$ cat src/rtl/run_dump_ctrl.sv
// Run/dump controller: enables the CPU for up to END_COUNT cycles, then streams every register out.
// Optional feature macro RUN_DUMP_CHECKSUM_EN adds checksum_o, an XOR of all dumped beats.
module run_dump_ctrl #(
    parameter int unsigned DATA_W    = 32,
    parameter int unsigned NUM_REGS  = 32,
    parameter int unsigned ADDR_W    = 5,
    parameter int unsigned END_COUNT = 100
) (
    input  logic              clk_i,
    input  logic              rst_i,
    input  logic              start_i,
    input  logic              halt_i,
    output logic              cpu_en_o,
    output logic [ADDR_W-1:0] rf_addr_o,
    input  logic [DATA_W-1:0] rf_data_i,
    output logic              dump_valid_o,
    input  logic              dump_ready_i,
    output logic [ADDR_W-1:0] dump_idx_o,
    output logic [DATA_W-1:0] dump_data_o,
    output logic [31:0]       cycle_cnt_o,
`ifdef RUN_DUMP_CHECKSUM_EN
    output logic              done_o,
    output logic [DATA_W-1:0] checksum_o
`else
    output logic              done_o
`endif
);

    typedef enum logic [2:0] {
        StIdle,
        StRun,
        StLoad,
        StSend,
        StDone
    } state_e;

    localparam logic [31:0]       LastCycle = 32'(END_COUNT - 1);
    localparam logic [ADDR_W-1:0] LastIdx   = ADDR_W'(NUM_REGS - 1);

    state_e            state_q;
    logic [ADDR_W-1:0] idx_q;

    // The read index is the dump index itself, so it is valid throughout LOAD.
    assign rf_addr_o = idx_q;

    always_ff @(posedge clk_i or negedge rst_i) begin
        if (!rst_i) begin
            state_q      <= StIdle;
            idx_q        <= '0;
            cpu_en_o     <= 1'b0;
            dump_valid_o <= 1'b0;
            dump_idx_o   <= '0;
            dump_data_o  <= '0;
            cycle_cnt_o  <= '0;
            done_o       <= 1'b0;
        end else begin
            case (state_q)
                StIdle, StDone: begin
                    if (start_i) begin
                        state_q     <= StRun;
                        cpu_en_o    <= 1'b1;
                        cycle_cnt_o <= '0;
                        idx_q       <= '0;
                        done_o      <= 1'b0;
                    end
                end
                StRun: begin
                    cycle_cnt_o <= cycle_cnt_o + 32'd1;
                    // Halt and terminal count together still give one transition.
                    if (halt_i || (cycle_cnt_o == LastCycle)) begin
                        state_q  <= StLoad;
                        cpu_en_o <= 1'b0;
                    end
                end
                StLoad: begin
                    dump_data_o  <= rf_data_i;
                    dump_idx_o   <= idx_q;
                    dump_valid_o <= 1'b1;
                    state_q      <= StSend;
                end
                StSend: begin
                    if (dump_ready_i) begin
                        dump_valid_o <= 1'b0;
                        if (idx_q == LastIdx) begin
                            state_q <= StDone;
                            done_o  <= 1'b1;
                        end else begin
                            idx_q   <= idx_q + ADDR_W'(1);
                            state_q <= StLoad;
                        end
                    end
                end
                default: begin
                    state_q <= StIdle;
                end
            endcase
        end
    end

`ifdef RUN_DUMP_CHECKSUM_EN
    always_ff @(posedge clk_i or negedge rst_i) begin
        if (!rst_i) begin
            checksum_o <= '0;
        end else if (((state_q == StIdle) || (state_q == StDone)) && start_i) begin
            checksum_o <= '0;
        end else if ((state_q == StSend) && dump_ready_i) begin
            checksum_o <= checksum_o ^ dump_data_o;
        end
    end
`endif

endmodule

$ cat config.mk
export PLATFORM = sky130hd
export DESIGN_NAME = run_dump_ctrl
export DESIGN_NICKNAME = d
export VERILOG_FILES = /design/src/rtl/run_dump_ctrl.sv
export SDC_FILE = /design/constraint.sdc
export NUM_CORES = 1
export LEC_CHECK = 0
export ABC_AREA = 1
export CAP_MARGIN = 40
export CORE_ASPECT_RATIO = 0.9
export CORE_MARGIN = 5
export CORE_UTILIZATION = 44
export CTS_CLUSTER_DIAMETER = 200
export DETAILED_ROUTE_END_ITERATION = 12
export PLACE_DENSITY = 0.84
export SLEW_MARGIN = 20
export SYNTH_ARGS = -nofsm -noshare
export SYNTH_HDL_FRONTEND = slang
export SYNTH_SLANG_ARGS = --single-unit
$ cat constraint.sdc
create_clock -name clk_i -period 1.6 [get_ports clk_i]
set_clock_uncertainty 0.05 [all_clocks]
set_input_delay 0.32 -clock clk_i [delete_from_list [all_inputs] [get_ports clk_i]]
set_output_delay 0.32 -clock clk_i [all_outputs]
set_load 0.05 [all_outputs]
==> summary.md <==
| Metric | Value |
|---|---|
| Overall die area | `11300 µm²` |
| Drc violations | `0` |
| Net Count, Synth | `588` |
| GP Congestion | `0.962` |
| Diode count | `0` |
| Unrepaired setup endpoints after global routing | `true` |
| GRT Residual Overflow | `0` |
| Port Buf Inserts | `113` |
| Post-synthesis cell type count | `32` |
| Lkg Pwr | `3.18 nW` |
| Drt first pass iters | `8` |
| Period minus WS final | `1.67 ns` |
| F_max | `599 MHz` |
| Most common cell after layout, fill and taps aside | `nand2_1` |
| Core footprint | `9080 µm²` |
| Slowest cell on the critical path | `dfrtp_2` |
| Ports | `114` |
| Final wirelength | `15400 µm` |
| Footprint of the multi-input gates | `2010 µm²` |
| Rel. slew slack | `70.4%` |
| MaxCap Viol Count | `0` |
| Num CTS Buffers | `9` |
| Initial Util | `44.8%` |
| Final worst path period share | `104%` |
| Crit path top cell by count | `nand2_1` |
| CP max stage delay | `0.43 ns` |
| Commonest cells after routing, fill and taps aside | `228 x nand2_1, 79 x buf_12, 51 x dfrtp_1, 44 x buf_4, 41 x nand3_1` |
| Synth Cell Area | `4070 µm²` |
| Outcome | `finished, violations left` |
| Fill count | `535` |
| Die X | `111 µm` |
| Critical Path RT | `1.84 ns` |
| CP arrival | `1.91 ns` |
| Violations in the final reports | `setup timing` |
| GRT Util Overall | `25.5%` |
| Sequential cell area | `2040 µm²` |
| Worst-Skew Late Latency | `0.35 ns` |
| #FFs+latches synth | `80` |
| Die Y | `101 µm` |
| First DRT Iteration DRCs | `514` |
| Routed Antenna Nets | `0` |
| DR vias | `4606` |
| Area after DPL | `6400 µm²` |
| Largest net degree at the start of global routing | `29` |
| Max Slew Vio Count | `0` |
| Final Hold Fails | `0` |
| Share of cells above drive strength 1 | `33.0%` |
| Clk slew on worst S/H paths | `0.09 ns` |
| Max VDD drop | `0.00161 V` |
| Worst Max-Slew Pin Slew | `0.444 ns` |
| Yosys warns | `0` |
| Setup slack after layout | `-0.0682 ns` |
| Tot Pwr | `13.3 mW` |
| Global-route wire length before repair | `23000 µm` |
| CP cell instances | `nand2_2 -> nor3_2 -> buf_4 -> nand2_1 -> nor2_2 -> nand2_1 -> nand2_1 -> nand3_1 -> nand2_1` |
| Power Density | `1910 nW/µm²` |
| Setup violators final | `8` |
| Register area share after synthesis | `49.1%` |
| Post-place setup slack | `0.00911 ns` |
| Vias/cell | `5.52` |
| CP Capture Type | `flip-flop` |
| DP HPWL | `10500 µm` |
| Worst-path fanout max | `4` |
| Post-synthesis cell count | `548` |
| Startpoint type of the worst setup path | `flip-flop` |
| Clock H-tree levels | `3` |
| Crit Path Category | `reg -> reg` |
| Synth-to-Final Area Change | `70.2%` |
| Initial antenna violation count | `0` |
| Clk Tree Root Cell | `clkbuf_8` |
| Hold Crit Class | `in -> async` |
| Fin Setup TNS | `-0.192 ns` |
| Rows | `33` |
| Crit path max-delay family | `simple AND/OR/NAND/NOR gates` |
| Clk buf depth | `2` |
| Post-Syn Area per Cell | `7.43 µm²` |
| WL per Instance | `18.4 µm` |
| Sink Count | `80` |
| Vias in the first global route | `4619` |
| Buffers & Inverters on Critical Path | `1` |
| CTS tree | `built` |
| Final nets | `747` |
| Design Area, Final | `6930 µm²` |
-- synthesized netlist by cell type, drive strengths merged --
| library cell | count | area [µm²] |
|---|---|---|
| a21oi | 8 | 43.8 |
| a22o | 1 | 8.76 |
| and2 | 2 | 12.5 |
| buf | 7 | 41.3 |
| clkbuf | 5 | 18.8 |
| dfrtp | 80 | 2000 |
| ha | 3 | 37.5 |
| inv | 52 | 195 |
| nand2 | 239 | 905 |
| nand3 | 46 | 253 |
| nand3b | 2 | 15.0 |
| nand4 | 3 | 18.8 |
| nor2 | 57 | 259 |
| nor3 | 13 | 96.4 |
| o211ai | 2 | 15.0 |
| o21ai | 25 | 129 |
| o22ai | 1 | 6.26 |
| xnor2 | 1 | 8.76 |
| xor2 | 1 | 8.76 |
-- routing by layer --
metal	global-route usage [%]	wire [µm]	vias to the layer above	share of wire, %
li1	-	-	2037	-
met5	0	0	-	0
met4	10.2	900	0	5.9
met1	28.8	5560	2167	36
met2	45.5	7540	309	49
met3	7.89	1370	93	8.9
-- logic make-up after synthesis --
group	count (synthesis)	synth area share [%]
and+or+nand+nor	362	38.3
xor gates and xnor gates	2	0.430
DFF	80	49.1
buffers and inverters	64	6.27
adders and majority gates	3	0.921
AOI/OAI and AO/OA	37	4.98
-- cell type report --
cell class / instances / area share (%)
Timing Repair Buffer: 160 / 32.9
Sequential cell: 80 / 29.4
Multi-Input combinational cell: 404 / 29.0
Inverter: 52 / 2.89
Tap cell: 122 / 2.20
Clock inverter: 7 / 1.82
Clock buffer: 9 / 1.79
-- timing repair --
item | CTS | global route
hold buffers | 1 | 0
hold endpoints to repair | 23 | 0
setup endpoints to repair | 6 | 29
resized for setup | 7 | 40
buffers inserted | 4 | 13
pin swaps | 1 | 12
-- report_power, final --
part	leakage [nW]	switching, mW	internal, mW
clock	0.122	0.833	1.06
sequential	0.997	0.859	2.71
combinational	2.06	4.44	3.38
-- final timing paths --
path	startpoint	to	slack, ns	depth (start not counted)
setup / recovery	cycle_cnt_o[6]	cycle_cnt_o[30]	-0.07	9
hold / removal	rst_i	dump_data_o[1]	0.39	2
setup reg to reg	cycle_cnt_o[6]	cycle_cnt_o[30]	-0.07	9
hold reg to reg	dump_data_o[21]	dump_data_o[21]	0.49	2
max in group asynchronous	rst_i	cycle_cnt_o[1]	0.52	3
min in group clk_i	rf_data_i[21]	dump_data_o[21]	0.45	3
-- stage by stage --
step | utilization, % | hold WS (ns) | cells
after floorplan | - | -0.0256 | 548
after global placement | 70.5 | 0.226 | 801
after detailed placement | 70.5 | 0.231 | 801
after CTS | 74.0 | 0.395 | 822
after global routing | 76.3 | 0.422 | 834
final | 76.3 | 0.391 | 834
-- sequential cells by signal, summed over array words and instances, names as in the netlist --
register,flops
cpu_en_o,1
cycle_cnt_o,32
done_o,1
dump_data_o,32
dump_idx_o,5
dump_valid_o,1
rf_addr_o,5
state_q,3
Power figures use the tool's default switching activity.
